**src/rtl/wb_pkg.sv**
```systemverilog
// Shared types and constants for the dual-PE writeback arbiter and its pending-write queue.
package wb_pkg;

   localparam int WB_DEPTH = 4;

   localparam logic RES_ALU = 1'b0;
   localparam logic RES_MEM = 1'b1;

   typedef struct packed {
      logic [4:0]  rd;
      logic [31:0] data;
   } wb_entry_t;

   typedef enum logic [1:0] {
      SEL_NONE,
      SEL_QUEUE,
      SEL_PE1,
      SEL_PE2
   } commit_sel_e;

   function automatic logic [31:0] select_result(input logic        src,
                                                 input logic [31:0] alu,
                                                 input logic [31:0] mem);
      return (src == RES_MEM) ? mem : alu;
   endfunction

endpackage

```
**src/rtl/writeback_arbiter_if.sv**
```systemverilog
// W-stage bundle of both PEs plus the shared register-file write port and queue status.
interface writeback_arbiter_if import wb_pkg::*; #(parameter int DEPTH = WB_DEPTH);

   logic                     RegWriteW1;
   logic                     RegWriteW2;
   logic                     ResultSrcW1;
   logic                     ResultSrcW2;
   logic [4:0]               RD_W1;
   logic [4:0]               RD_W2;
   logic [31:0]              ALU_ResultW1;
   logic [31:0]              ALU_ResultW2;
   logic [31:0]              ReadDataW1;
   logic [31:0]              ReadDataW2;
   logic [31:0]              ResultW1;
   logic [31:0]              ResultW2;
   logic                     RegWriteOut;
   logic [4:0]               RDOut;
   logic [31:0]              ResultOut;
   logic                     StallM;
   logic                     Busy;
   logic [$clog2(DEPTH):0]   Count;

   // Pipeline side: drives the W bundles, consumes forwarding/stall/write-port signals.
   modport master (
      output RegWriteW1, RegWriteW2, ResultSrcW1, ResultSrcW2,
             RD_W1, RD_W2, ALU_ResultW1, ALU_ResultW2, ReadDataW1, ReadDataW2,
      input  ResultW1, ResultW2, RegWriteOut, RDOut, ResultOut, StallM, Busy, Count
   );

   modport slave (
      input  RegWriteW1, RegWriteW2, ResultSrcW1, ResultSrcW2,
             RD_W1, RD_W2, ALU_ResultW1, ALU_ResultW2, ReadDataW1, ReadDataW2,
      output ResultW1, ResultW2, RegWriteOut, RDOut, ResultOut, StallM, Busy, Count
   );

endinterface

```
**src/rtl/wb_fifo.sv**
```systemverilog
// Circular buffer of pending register writes: two ordered push ports (push0 older), one pop port.
module wb_fifo import wb_pkg::*; #(
   parameter int DEPTH = WB_DEPTH
) (
   input  logic                   clk,
   input  logic                   rst,
   input  logic                   push0_valid,
   input  wb_entry_t              push0_data,
   input  logic                   push1_valid,
   input  wb_entry_t              push1_data,
   input  logic                   pop,
   output wb_entry_t              head_data,
   output logic [$clog2(DEPTH):0] count
);

   localparam int PW = $clog2(DEPTH);
   localparam int CW = PW + 1;

   logic [PW-1:0] head_q, head_d;
   logic [PW-1:0] tail_q, tail_d;
   logic [CW-1:0] count_q, count_d;
   logic [CW-1:0] n_push;

   logic          wr0_en, wr1_en;
   logic [PW-1:0] wr0_idx, wr1_idx;
   wb_entry_t     wr0_data, wr1_data;
   wb_entry_t     mem_rd [DEPTH];

   // Pushes are compacted so a lone push1 still lands at the tail.
   always_comb begin
      wr0_en   = push0_valid || push1_valid;
      wr0_data = push0_valid ? push0_data : push1_data;
      wr1_en   = push0_valid && push1_valid;
      wr1_data = push1_data;
      wr0_idx  = tail_q;
      wr1_idx  = tail_q + PW'(1);
      n_push   = CW'(push0_valid) + CW'(push1_valid);
      head_d   = head_q + PW'(pop);
      tail_d   = tail_q + n_push[PW-1:0];
      count_d  = count_q + n_push - CW'(pop);
   end

   always_ff @(posedge clk) begin
      if (rst) begin
         head_q  <= '0;
         tail_q  <= '0;
         count_q <= '0;
      end else begin
         head_q  <= head_d;
         tail_q  <= tail_d;
         count_q <= count_d;
      end
   end

   for (genvar gi = 0; gi < DEPTH; gi++) begin : g_mem
      wb_entry_t entry_q, entry_d;

      always_comb begin
         entry_d = entry_q;
         if (wr0_en && wr0_idx == PW'(gi)) entry_d = wr0_data;
         if (wr1_en && wr1_idx == PW'(gi)) entry_d = wr1_data;
      end

      always_ff @(posedge clk) begin
         entry_q <= entry_d;
      end

      assign mem_rd[gi] = entry_q;
   end

   assign head_data = mem_rd[head_q];
   assign count     = count_q;

endmodule

```
**src/rtl/writeback_arbiter.sv**
```systemverilog
// Serialises PE1/PE2 register writes onto one register-file port, buffering overflow writes.
// Optional WB_COALESCE_EN: same-rd dual writes drop the older PE1 write.
module writeback_arbiter import wb_pkg::*; #(
   parameter int DEPTH = WB_DEPTH
) (
   input logic                clk,
   input logic                rst,
   writeback_arbiter_if.slave wb
);

   localparam int CW = $clog2(DEPTH) + 1;

   logic [31:0]   result_w1, result_w2;
   logic [CW-1:0] count;
   logic          stall, busy;
   logic          v1_raw, v2_raw, v1, v2;
   commit_sel_e   sel;

   logic          push0_valid, push1_valid, pop;
   wb_entry_t     push0_data, push1_data, head_data;

   logic          reg_write_q, reg_write_d;
   logic [4:0]    rd_q, rd_d;
   logic [31:0]   result_q, result_d;

   assign result_w1 = select_result(wb.ResultSrcW1, wb.ALU_ResultW1, wb.ReadDataW1);
   assign result_w2 = select_result(wb.ResultSrcW2, wb.ALU_ResultW2, wb.ReadDataW2);

   // Status depends on occupancy only, so there is no input-to-StallM path.
   assign stall = (count == CW'(DEPTH));
   assign busy  = (count != '0);

   assign v1_raw = wb.RegWriteW1 && (wb.RD_W1 != 5'd0) && !stall;
   assign v2_raw = wb.RegWriteW2 && (wb.RD_W2 != 5'd0) && !stall;

`ifdef WB_COALESCE_EN
   assign v1 = v1_raw && !(v2_raw && (wb.RD_W1 == wb.RD_W2));
`else
   assign v1 = v1_raw;
`endif
   assign v2 = v2_raw;

   // Queue entries are always older than either live request.
   always_comb begin
      sel = SEL_NONE;
      if (busy)    sel = SEL_QUEUE;
      else if (v1) sel = SEL_PE1;
      else if (v2) sel = SEL_PE2;
   end

   always_comb begin
      push0_valid = v1 && (sel != SEL_PE1);
      push1_valid = v2 && (sel != SEL_PE2);
      push0_data  = '{rd: wb.RD_W1, data: result_w1};
      push1_data  = '{rd: wb.RD_W2, data: result_w2};
      pop         = (sel == SEL_QUEUE);
   end

   wb_fifo #(.DEPTH(DEPTH)) u_fifo (
      .clk         (clk),
      .rst         (rst),
      .push0_valid (push0_valid),
      .push0_data  (push0_data),
      .push1_valid (push1_valid),
      .push1_data  (push1_data),
      .pop         (pop),
      .head_data   (head_data),
      .count       (count)
   );

   always_comb begin
      reg_write_d = 1'b0;
      rd_d        = rd_q;
      result_d    = result_q;
      case (sel)
         SEL_QUEUE: begin
            reg_write_d = 1'b1;
            rd_d        = head_data.rd;
            result_d    = head_data.data;
         end
         SEL_PE1: begin
            reg_write_d = 1'b1;
            rd_d        = wb.RD_W1;
            result_d    = result_w1;
         end
         SEL_PE2: begin
            reg_write_d = 1'b1;
            rd_d        = wb.RD_W2;
            result_d    = result_w2;
         end
         default: reg_write_d = 1'b0;
      endcase
   end

   always_ff @(posedge clk) begin
      if (rst) begin
         reg_write_q <= 1'b0;
         rd_q        <= 5'd0;
         result_q    <= 32'd0;
      end else begin
         reg_write_q <= reg_write_d;
         rd_q        <= rd_d;
         result_q    <= result_d;
      end
   end

   assign wb.ResultW1    = result_w1;
   assign wb.ResultW2    = result_w2;
   assign wb.RegWriteOut = reg_write_q;
   assign wb.RDOut       = rd_q;
   assign wb.ResultOut   = result_q;
   assign wb.StallM      = stall;
   assign wb.Busy        = busy;
   assign wb.Count       = count;

endmodule

```
**src/flat_wrapper.sv**
```systemverilog
// flat-port wrapper written by rule: the top's interface ports become plain ports
module writeback_arbiter_flat import wb_pkg::*;
#(
   parameter int DEPTH = WB_DEPTH
)
  (clk, rst, wb_RegWriteW1, wb_RegWriteW2, wb_ResultSrcW1, wb_ResultSrcW2, wb_RD_W1, wb_RD_W2, wb_ALU_ResultW1, wb_ALU_ResultW2, wb_ReadDataW1, wb_ReadDataW2, wb_ResultW1, wb_ResultW2, wb_RegWriteOut, wb_RDOut, wb_ResultOut, wb_StallM, wb_Busy, wb_Count);
  writeback_arbiter_if #(.DEPTH(DEPTH)) wb_i ();
  input logic clk;
  input logic rst;
  input wire logic [$bits(wb_i.RegWriteW1)-1:0] wb_RegWriteW1;
  input wire logic [$bits(wb_i.RegWriteW2)-1:0] wb_RegWriteW2;
  input wire logic [$bits(wb_i.ResultSrcW1)-1:0] wb_ResultSrcW1;
  input wire logic [$bits(wb_i.ResultSrcW2)-1:0] wb_ResultSrcW2;
  input wire logic [$bits(wb_i.RD_W1)-1:0] wb_RD_W1;
  input wire logic [$bits(wb_i.RD_W2)-1:0] wb_RD_W2;
  input wire logic [$bits(wb_i.ALU_ResultW1)-1:0] wb_ALU_ResultW1;
  input wire logic [$bits(wb_i.ALU_ResultW2)-1:0] wb_ALU_ResultW2;
  input wire logic [$bits(wb_i.ReadDataW1)-1:0] wb_ReadDataW1;
  input wire logic [$bits(wb_i.ReadDataW2)-1:0] wb_ReadDataW2;
  output wire logic [$bits(wb_i.ResultW1)-1:0] wb_ResultW1;
  output wire logic [$bits(wb_i.ResultW2)-1:0] wb_ResultW2;
  output wire logic [$bits(wb_i.RegWriteOut)-1:0] wb_RegWriteOut;
  output wire logic [$bits(wb_i.RDOut)-1:0] wb_RDOut;
  output wire logic [$bits(wb_i.ResultOut)-1:0] wb_ResultOut;
  output wire logic [$bits(wb_i.StallM)-1:0] wb_StallM;
  output wire logic [$bits(wb_i.Busy)-1:0] wb_Busy;
  output wire logic [$bits(wb_i.Count)-1:0] wb_Count;
  assign wb_i.RegWriteW1 = wb_RegWriteW1;
  assign wb_i.RegWriteW2 = wb_RegWriteW2;
  assign wb_i.ResultSrcW1 = wb_ResultSrcW1;
  assign wb_i.ResultSrcW2 = wb_ResultSrcW2;
  assign wb_i.RD_W1 = wb_RD_W1;
  assign wb_i.RD_W2 = wb_RD_W2;
  assign wb_i.ALU_ResultW1 = wb_ALU_ResultW1;
  assign wb_i.ALU_ResultW2 = wb_ALU_ResultW2;
  assign wb_i.ReadDataW1 = wb_ReadDataW1;
  assign wb_i.ReadDataW2 = wb_ReadDataW2;
  assign wb_ResultW1 = wb_i.ResultW1;
  assign wb_ResultW2 = wb_i.ResultW2;
  assign wb_RegWriteOut = wb_i.RegWriteOut;
  assign wb_RDOut = wb_i.RDOut;
  assign wb_ResultOut = wb_i.ResultOut;
  assign wb_StallM = wb_i.StallM;
  assign wb_Busy = wb_i.Busy;
  assign wb_Count = wb_i.Count;
  writeback_arbiter #(.DEPTH(DEPTH)) u_core (.clk(clk), .rst(rst), .wb(wb_i));
endmodule
```
**config.mk**
```make
export PLATFORM = sky130hd
export DESIGN_NAME = writeback_arbiter_flat
export DESIGN_NICKNAME = d
export VERILOG_FILES = /design/src/rtl/wb_pkg.sv /design/src/rtl/writeback_arbiter_if.sv /design/src/rtl/wb_fifo.sv /design/src/rtl/writeback_arbiter.sv /design/src/flat_wrapper.sv
export SDC_FILE = /design/constraint.sdc
export NUM_CORES = 1
export LEC_CHECK = 0
export CORE_ASPECT_RATIO = 0.7
export CORE_UTILIZATION = 54
export DETAILED_ROUTE_END_ITERATION = 7
export PLACE_DENSITY = 0.86
export SLEW_MARGIN = 20
export SYNTH_ARGS = -nofsm -noshare
export SYNTH_HDL_FRONTEND = slang
export SYNTH_SLANG_ARGS = --single-unit
export TNS_END_PERCENT = 20
```
**constraint.sdc**
```tcl
create_clock -name clk -period 12.38 [get_ports clk]
set_input_delay 1.238 -clock clk [delete_from_list [all_inputs] [get_ports clk]]
set_output_delay 1.238 -clock clk [all_outputs]
set_load 0.01 [all_outputs]
```
==> flow_summary.json, run 1 <==
{
  "outcome": "completed",
  "firstDrtPassIters": 5,
  "fin_nets": 1186,
  "power.density_nw_per_um2": 216,
  "path_delay_family": "simple AND/OR/NAND/NOR gates",
  "diodes": 0,
  "setup_tns_ps": 0,
  "avgViaCountPerCell": 5.93,
  "setup_viol": 0,
  "power_frac_comb_pct": 43.4,
  "synth_area_um2": 10400,
  "clock_latency_ps": 440,
  "vias": 7596,
  "fin_crit_sh_pct": 44.5,
  "dieHeight_um": 118,
  "portBuffers": 250,
  "die_w_um": 168,
  "crit_slowest_cell": "nor3_2",
  "drive_gt1_share_pct": 11.0,
  "slew_viol_final": 0,
  "drc": 0,
  "crit_chain": "clkdlybuf4s50_1, or4_1, o211ai_2, and2_0, nor2_1, ha_1, nand2_1, nor2_1, nor3_2, buf_4, mux2_2",
  "dieArea_um2": 19800,
  "drt.antenna.violating_nets": 0,
  "rsz0062_at_grt": "false",
  "max_freq_mhz": 181,
  "ys_seq_area_share_pct": 51.6,
  "place.gp.congestion": 0.853,
  "critPathKind": "primary input to register",
  "antenna_found_initial": 0,
  "drv_cap": 0,
  "slew_headroom_pct": 20.2,
  "cts_resized": 0,
  "grt.total_usage_pct": 29.7,
  "wire_per_inst_um": 22.5,
  "rrSetupSlack_ps": 8040,
  "grt_pass1_wl_um": 44100,
  "grt-ovfl-total": 0,
  "core_um2": 18400,
  "p_sw_mw": 1.03,
  "cts_setup_buffers": 0,
  "worst-path-buf-inv": 2,
  "cts.sinks": 193,
  "peakVddDrop_uv": 131,
  "skew_ps": 7.53,
  "wl_um": 28800,
  "hold_viol": 0,
  "period_needed_ps": 5510,
  "worstSetupStartpointType": "primary input",
  "holdBufCountCts": 0,
  "critPathMaxStageDelay_ps": 790,
  "cts_tree": "done",
  "postSynthRegisterBits": 193,
  "crit_required_ps": 12560,
  "area_delta_synth_final_pct": 31.5,
  "p_sw_share_pct": 35.0,
  "synthesis.instances": 809,
  "clkTransAtPathRegs_ps": 60,
  "initial_core_util_pct": 56.3,
  "clock_path_buffers": 2,
  "pwr-share-clk_pct": 19.1,
  "synth.distinct_cells": 40,
  "numCtsBuffers": 17,
  "grt_pass1_vias": 7880,
  "syn_avg_cell_area_um2": 12.8,
  "cp_common_cell": "nor2_1",
  "detailed_place_hpwl_um": 17900,
  "dr.first_iter.drc_count": 594,
  "end_kind": "register",
  "path_max_fanout": 30,
  "grt_max_degree": 46,
  "p_leak_nw": 5.25,
  "syn_nets": 961,
  "cts_max_level": 4,
  "tightest_slew_ps": 1200,
  "ys_warn_count": 0,
  "final_util_pct": 74.0,
  "cp.arrival_ps": 5690,
  "cts_root_buf": "clkbuf_16",
  "pwr-share-seq_pct": 37.5,
  "min_path_type": "register to register",
  "p_int_mw": 1.92,
  "io-pin-count": 251,
  "core.rowCount": 41
}
==> placed cells by master (no fill, tap or decap), drive strengths merged, types with 4 or more instances in the layout <==
| cell | instances |
|---|---|
| mux4 | 37 |
| edfxtp | 148 |
| nand2 | 5 |
| nand2b | 35 |
| buf | 16 |
| a311oi | 6 |
| mux2i | 188 |
| clkinv | 4 |
| a21oi | 6 |
| clkdlybuf4s50 | 247 |
| a211oi | 33 |
| o22a | 30 |
| o21ai | 6 |
| nand3 | 6 |
| nor2 | 79 |
| inv | 75 |
| nor3 | 5 |
| ha | 7 |
| dfxtp | 45 |
| xnor2 | 5 |
| clkbuf | 21 |
| mux2 | 20 |
==> kinds of logic (layout without fill, tap and decap cells) <==
kind of cell,Yosys count,in the layout,synth area share (%)
DFF,193,193,51.6
and+or+nand+nor,139,139,6.35
AOI/OAI and AO/OA,88,88,6.66
xor gates and xnor gates,5,5,0.422
muxes,245,245,28.4
buffers and inverters,131,368,5.62
adders and majority gates,8,8,1.04
==> stage by stage <==
| step | instances | area [um^2] | hold slack [ps] | total power, mW | worst slack, ps |
|---|---|---|---|---|---|
| after detailed placement | 1251 | 13000 | 490 | 2.38 | 6550 |
| after global placement | 1251 | 13000 | 487 | 2.34 | 6690 |
| after global routing | 1282 | 13600 | 516 | 3.08 | 6660 |
| after floorplan | 809 | 10400 | 518 | 1.92 | 6910 |
| after CTS | 1282 | 13600 | 499 | 2.95 | 6940 |
| final | 1282 | 13600 | 499 | 2.95 | 6870 |
==> Yosys cell counts <==
library cell	instances	area (um^2)
a21oi_1	6	30.0
edfxtp_1	148	4440
ha_1	7	87.6
a211oi_1	33	248
and2_0	1	6.26
buf_2	19	95.1
o32a_1	1	10.0
nor2b_1	3	18.8
o31ai_2	1	12.5
buf_6	5	56.3
or3b_2	1	8.76
xnor2_1	5	43.8
o22a_1	30	263
o22ai_1	1	6.26
mux2i_1	188	1880
inv_1	73	274
o211ai_2	2	25.0
nand3_2	1	10.0
dfxtp_1	45	901
buf_8	2	30.0
or4_1	2	15.0
a21o_1	1	7.51
fa_1	1	20.0
nand2b_1	35	219
mux2_1	5	56.3
buf_4	2	15.0
or2_2	1	6.26
mux2_2	15	169
nand2_1	5	18.8
inv_2	1	3.75
nor2_1	79	297
clkbuf_1	25	93.8
or2b_2	1	8.76
a311oi_1	6	52.6
a31oi_1	1	6.26
nand3_1	5	25.0
o21ai_0	6	30.0
nor3_1	5	25.0
buf_1	4	15.0
mux4_2	37	833
==> flip-flops by register name (all words and copies together), names as in the netlist <==
| signal | cells |
|---|---|
| u_core.u_fifo.count | 3 |
| u_core.wb.RDOut | 5 |
| u_core.wb.RegWriteOut | 1 |
| u_core.u_fifo.g_mem.entry_q | 148 |
| u_core.u_fifo.tail_q | 2 |
| u_core.wb.ResultOut | 32 |
| u_core.u_fifo.head_q | 2 |
==> worst paths after layout <==
kind,cells past startpoint,from,end
setup reg to reg,10,u_core.u_fifo.count[2],u_core.u_fifo.g_mem[2].entry_q[36]
hold / removal,2,u_core.wb.ResultOut[11],u_core.wb.ResultOut[11]
setup / recovery,11,wb_RD_W1[1],u_core.u_fifo.g_mem[2].entry_q[36]
hold reg to reg,2,u_core.wb.ResultOut[11],u_core.wb.ResultOut[11]
==> per-layer routing <==
metal  vias to the layer above  track usage, %  part of all wire [%]
met4                         0            9.17                   1.6
met2                       380            49.3                    48
met5                         -               0                     0
met1                      3732            37.6                    42
met3                        39            8.31                   8.2
li1                       3445               -                     -
==> layout make-up <==
cell class	count	area (um^2)
Clock buffer	21	460
Clock inverter	10	134
Fill cell	1239	4780
Inverter	74	278
Multi-Input combinational cell	485	4530
Sequential cell	193	5350
Tap cell	236	295
Timing Repair Buffer	263	2580
==> power groups by stage <==
stage / Clock [mW] / Combinational (mW) / Sequential, mW
3_5_place_dp: 0 / 1.26 / 1.12
3_3_place_gp: 0 / 1.23 / 1.11
5_1_grt: 0.591 / 1.36 / 1.13
6_report: 0.564 / 1.28 / 1.11
2_1_floorplan: 0 / 0.849 / 1.07
4_1_cts: 0.566 / 1.28 / 1.11
==> worst min-delay path: cells and delay by family, from the launching register on <==
kind	cells	cell delay, ps
AND/OR/NAND/NOR	1	90
flip-flops	1	310
AO/OA/AOI/OAI	1	50
Note: power is estimated with default switching activity, not from simulation.
==> run 2, diff against run 1 <==
--- a/config.mk
+++ b/config.mk
@@ -6,9 +6,9 @@
 export NUM_CORES = 1
 export LEC_CHECK = 0
 export CORE_ASPECT_RATIO = 0.7
-export CORE_UTILIZATION = 54
+export CORE_UTILIZATION = 46
 export DETAILED_ROUTE_END_ITERATION = 7
-export PLACE_DENSITY = 0.86
+export PLACE_DENSITY = 0.78
 export SLEW_MARGIN = 20
 export SYNTH_ARGS = -nofsm -noshare
 export SYNTH_HDL_FRONTEND = slang
==> constraint.sdc (replaced) <==
create_clock -name clk -period 4.75 [get_ports clk]
set_input_delay 0.475 -clock clk [delete_from_list [all_inputs] [get_ports clk]]
set_output_delay 0.475 -clock clk [all_outputs]
set_load 0.01 [all_outputs]
==> flow_summary.json, run 2 (synthesis gave the netlist of run 1 again) <==
{
  "drc": 0,
  "io-pin-count": 251,
  "hold_viol": 0,
  "place.gp.congestion": 0.824,
  "initial_core_util_pct": 47.3,
  "grt_pass1_vias": 7572,
  "worstSetupStartpointType": "primary input",
  "grt.total_usage_pct": 25.3,
  "top_layer": "met4",
  "critPathKind": "primary input to register",
  "core.rowCount": 45,
  "grt-ovfl-total": 0,
  "path_max_fanout": 9,
  "wl_um": 28800,
  "cp.arrival_ps": 3980,
  "period_needed_ps": 3690,
  "top_register": "u_core.u_fifo.g_mem.entry_q",
  "firstDrtPassIters": 5,
  "place_ws_ps": 620,
  "skew_ps": 11.4,
  "path_delay_family": "simple AND/OR/NAND/NOR gates",
  "max_freq_mhz": 271,
  "wire_per_inst_um": 21.6,
  "wl_met3_um": 2390,
  "fin_crit_sh_pct": 77.8,
  "peakVddDrop_uv": 341,
  "grt_pass1_wl_um": 43900,
  "min_path_type": "register to register",
  "drt.antenna.violating_nets": 0,
  "setup_slack_ps": 1060,
  "dieHeight_um": 128,
  "grt_max_degree": 46,
  "crit_slowest_cell": "or4_1",
  "clock_path_buffers": 2,
  "portBuffers": 250,
  "tightest_slew_ps": 1150,
  "slew_viol_final": 0,
  "cts_resized": 0,
  "cts_tree": "done",
  "area_delta_synth_final_pct": 33.6,
  "drive_gt1_share_pct": 11.9,
  "cts.sinks": 193,
  "antenna_found_initial": 0,
  "cts_setup_buffers": 0,
  "die_w_um": 181,
  "p_leak_nw": 5.31,
  "dieArea_um2": 23200,
  "core_um2": 21900,
  "avgViaCountPerCell": 5.64,
  "outcome": "completed",
  "final_cell_mix": "clkdlybuf4s50_1 (247), mux2i_1 (188), edfxtp_1 (148)",
  "numCtsBuffers": 17,
  "drt-met1-wl_um": 12300,
  "critPathMaxStageDelay_ps": 560,
  "power.density_nw_per_um2": 565,
  "fin_nets": 1192,
  "wl_met2_um": 13900,
  "cts_max_level": 4,
  "dr.first_iter.drc_count": 645,
  "crit_chain": "clkdlybuf4s50_1, or4_1, o211ai_2, buf_4, and2_0, nor2_1, ha_1, inv_1, ha_1, fa_1, xnor2_1, xnor2_1, nor2_1",
  "rsz0062_at_grt": "false",
  "clock_latency_ps": 440,
  "drv_cap": 0,
  "diodes": 0,
  "cts_root_buf": "clkbuf_16",
  "clkTransAtPathRegs_ps": 70,
  "detailed_place_hpwl_um": 18400,
  "end_kind": "register",
  "rrSetupSlack_ps": 1300,
  "largest_register_ffs": 148,
  "slew_headroom_pct": 23.2,
  "setup_viol": 0,
  "setup_tns_ps": 0,
  "crit_required_ps": 5040,
  "holdBufCountCts": 0,
  "final_common_cell": "clkdlybuf4s50_1",
  "fillers": 1702,
  "vias": 7528,
  "worst-path-buf-inv": 3
}
==> run 2: cell count changes in the layout (fill, tap and decap cells not counted), moves of 2 or more <==
| cell | previous run | this run |
|---|---|---|
| clkinv_4 | 0 | 2 |
| clkinv_2 | 4 | 1 |
| clkbuf_1 | 2 | 0 |
| inv_6 | 1 | 3 |
| buf_12 | 0 | 5 |
==> run 2: layout make-up <==
class                           instances  area [um^2]  area share [%]
Inverter                               74          278            2.01
Timing Repair Buffer                  269         2690            19.4
Clock buffer                           18          439            3.17
Multi-Input combinational cell        485         4530            32.7
Sequential cell                       193         5350            38.6
Clock inverter                         14          203            1.46
Tap cell                              282          353            2.55
==> run 2: path summary, 6_finish.rpt <==
path,startpoint,endpoint,cells after the start
worst min-delay path,u_core.wb.ResultOut[16],u_core.wb.ResultOut[16],2
worst min register to register,u_core.wb.ResultOut[16],u_core.wb.ResultOut[16],2
worst max-delay path,wb_RD_W1[2],u_core.u_fifo.count[2],13
worst max register to register,u_core.u_fifo.count[2],u_core.u_fifo.count[2],12
==> run 2: routing by layer <==
layer,vias to the layer above,GRT usage [%]
met1,3713,33.8
met2,342,41.8
li1,3453,-
met5,-,0
met3,20,5.96
met4,0,6.48
==> run 2: tightest hold or removal path, stage by stage, from the launching register on <==
cell,delay [ps]
dfxtp_1,310
nor2_1,90
a211oi_1,50
==> run 2: power breakdown <==
part	switching, mW	leakage, nW	total [mW]	internal (mW)
logic	1.70	3.27	3.36	1.66
clock network	0.676	0.305	1.58	0.906
registers	0.336	1.74	2.87	2.54
==> run 2: metrics by stage <==
| stage | hold WS [ps] | total power, mW | std cells | cell area [um^2] | util, % |
|---|---|---|---|---|---|
| after global placement | 486 | 6.21 | 1303 | 13200 | 60.3 |
| after CTS | 500 | 7.86 | 1335 | 13800 | 63.2 |
| after global routing | 518 | 8.20 | 1335 | 13800 | 63.2 |
| after detailed placement | 490 | 6.27 | 1303 | 13200 | 60.3 |
| after floorplan | 518 | 5.01 | 809 | 10400 | - |
| final | 498 | 7.82 | 1335 | 13800 | 63.2 |
==> run 3, diff against run 2 <==
--- a/config.mk
+++ b/config.mk
@@ -6,9 +6,9 @@
 export NUM_CORES = 1
 export LEC_CHECK = 0
 export CORE_ASPECT_RATIO = 0.7
-export CORE_UTILIZATION = 46
+export CORE_UTILIZATION = 50
 export DETAILED_ROUTE_END_ITERATION = 7
-export PLACE_DENSITY = 0.78
+export PLACE_DENSITY = 0.81
 export SLEW_MARGIN = 20
 export SYNTH_ARGS = -nofsm -noshare
 export SYNTH_HDL_FRONTEND = slang
==> constraint.sdc (replaced) <==
create_clock -name clk -period 3.83 [get_ports clk]
set_input_delay 0.383 -clock clk [delete_from_list [all_inputs] [get_ports clk]]
set_output_delay 0.383 -clock clk [all_outputs]
set_load 0.01 [all_outputs]
==> flow_summary.json, run 3 (synthesis gave the netlist of run 1 again) <==
{
  "min_path_type": "register to register",
  "p_int_mw": 6.25,
  "skew_ps": 12.0,
  "worstSetupStartpointType": "primary input",
  "final_common_cell": "clkdlybuf4s50_1",
  "cp.arrival_ps": 3520,
  "grt-ovfl-total": 0,
  "vias": 7615,
  "power.density_nw_per_um2": 693,
  "power.total_mw": 9.60,
  "worst-path-buf-inv": 3,
  "path_delay_family": "adder cells",
  "slew_viol_final": 0,
  "fin_crit_sh_pct": 84.8,
  "initial_core_util_pct": 51.7,
  "place_ws_ps": 169,
  "die_w_um": 174,
  "p_sw_share_pct": 34.9,
  "pwr-share-seq_pct": 37.4,
  "design_area_um2": 13900,
  "end_kind": "register",
  "hold_viol": 0,
  "cts_setup_buffers": 0,
  "final_util_pct": 69.0,
  "clock_path_buffers": 2,
  "dieHeight_um": 122,
  "tightest_slew_ps": 1130,
  "drc": 0,
  "r2r-start": "u_core.u_fifo.count[0]",
  "fin_nets": 1201,
  "core.rowCount": 43,
  "cts_resized": 0,
  "numCtsBuffers": 17,
  "detailed_place_hpwl_um": 19100,
  "holdBufCountCts": 0,
  "place.gp.congestion": 0.779,
  "hold_slack_ps": 496,
  "setup_slack_ps": 582,
  "pwr-share-clk_pct": 18.5,
  "outcome": "completed",
  "slew_headroom_pct": 25.0,
  "top_register": "u_core.u_fifo.g_mem.entry_q",
  "area_delta_synth_final_pct": 33.6,
  "power_frac_comb_pct": 44.2,
  "grt_pass1_wl_um": 45000,
  "critPathMaxStageDelay_ps": 570,
  "worstHoldStart": "u_core.wb.RDOut[1]",
  "cts_root_buf": "clkbuf_16",
  "firstDrtPassIters": 5,
  "cp-startpoint": "wb_RD_W1[1]",
  "p_leak_nw": 5.34,
  "dieArea_um2": 21300,
  "dpl.cell_count": 1300,
  "final_cell_mix": "clkdlybuf4s50_1 (247), mux2i_1 (188), edfxtp_1 (148)",
  "wl_um": 29200,
  "avgViaCountPerCell": 5.72,
  "setup_viol": 0,
  "drive_gt1_share_pct": 12.3,
  "drv_cap": 0,
  "crit_slowest_cell": "or4_1",
  "portBuffers": 250,
  "clkTransAtPathRegs_ps": 70,
  "fin_cells": 1332,
  "cts.sinks": 193,
  "core_um2": 20100,
  "cts_tree": "done",
  "wire_per_inst_um": 21.9,
  "peakVddDrop_uv": 455,
  "period_needed_ps": 3250,
  "grt.total_usage_pct": 28.2,
  "crit_required_ps": 4100,
  "dr.first_iter.drc_count": 600,
  "crit_chain": "clkdlybuf4s50_1, or4_1, o211ai_2, or2b_2, inv_2, ha_1, inv_1, ha_1, fa_1, xnor2_1, xnor2_1, nor2_1",
  "placed_area_um2": 13300,
  "diodes": 0,
  "path_max_fanout": 6,
  "max_freq_mhz": 308,
  "p_sw_mw": 3.36,
  "setup_tns_ps": 0,
  "drt.antenna.violating_nets": 0,
  "rsz0062_at_grt": "false",
  "grt_pass1_vias": 7789,
  "grt_max_degree": 46,
  "critPathKind": "primary input to register",
  "io-pin-count": 251,
  "antenna_found_initial": 0,
  "largest_register_ffs": 148,
  "clock_latency_ps": 430,
  "cts_max_level": 4
}
## run 3: final timing paths
path | end | slack, ps | cells after the start
setup / recovery | u_core.u_fifo.count[2] | 580 | 12
hold / removal | u_core.wb.RDOut[1] | 500 | 2
setup reg to reg | u_core.u_fifo.g_mem[0].entry_q[33] | 700 | 9
hold reg to reg | u_core.wb.RDOut[1] | 500 | 2
## run 3: metal layers
metal,track usage (%),up-vias,part of all wire (%)
met3,6.72,22,7.9
met1,36.6,3762,43
met5,0,-,0
li1,-,3471,-
met4,7.02,0,1.1
met2,47.8,360,48
## run 3: area by class of cell
type	instances	area [um^2]
inverters	74	278
clock buffers	21	450
fillers	1462	6220
well taps	270	338
flip-flops and latches	193	5350
clock inverters	11	129
multi-input cells	485	4530
repair buffers	278	2770
## run 3: tightest hold or removal path, stage by stage (launching register included)
cell and delay, ps:
dfxtp_1 310, nor2_1 90, a311oi_1 50
## run 3: power by group through the flow
stage	Sequential [mW]	Clock (mW)	Combinational, mW
after floorplan	3.47	0	2.74
after global placement	3.60	0	4.13
after detailed placement	3.64	0	4.21
after CTS	3.60	1.79	4.25
after global routing	3.66	1.87	4.54
final	3.59	1.77	4.24
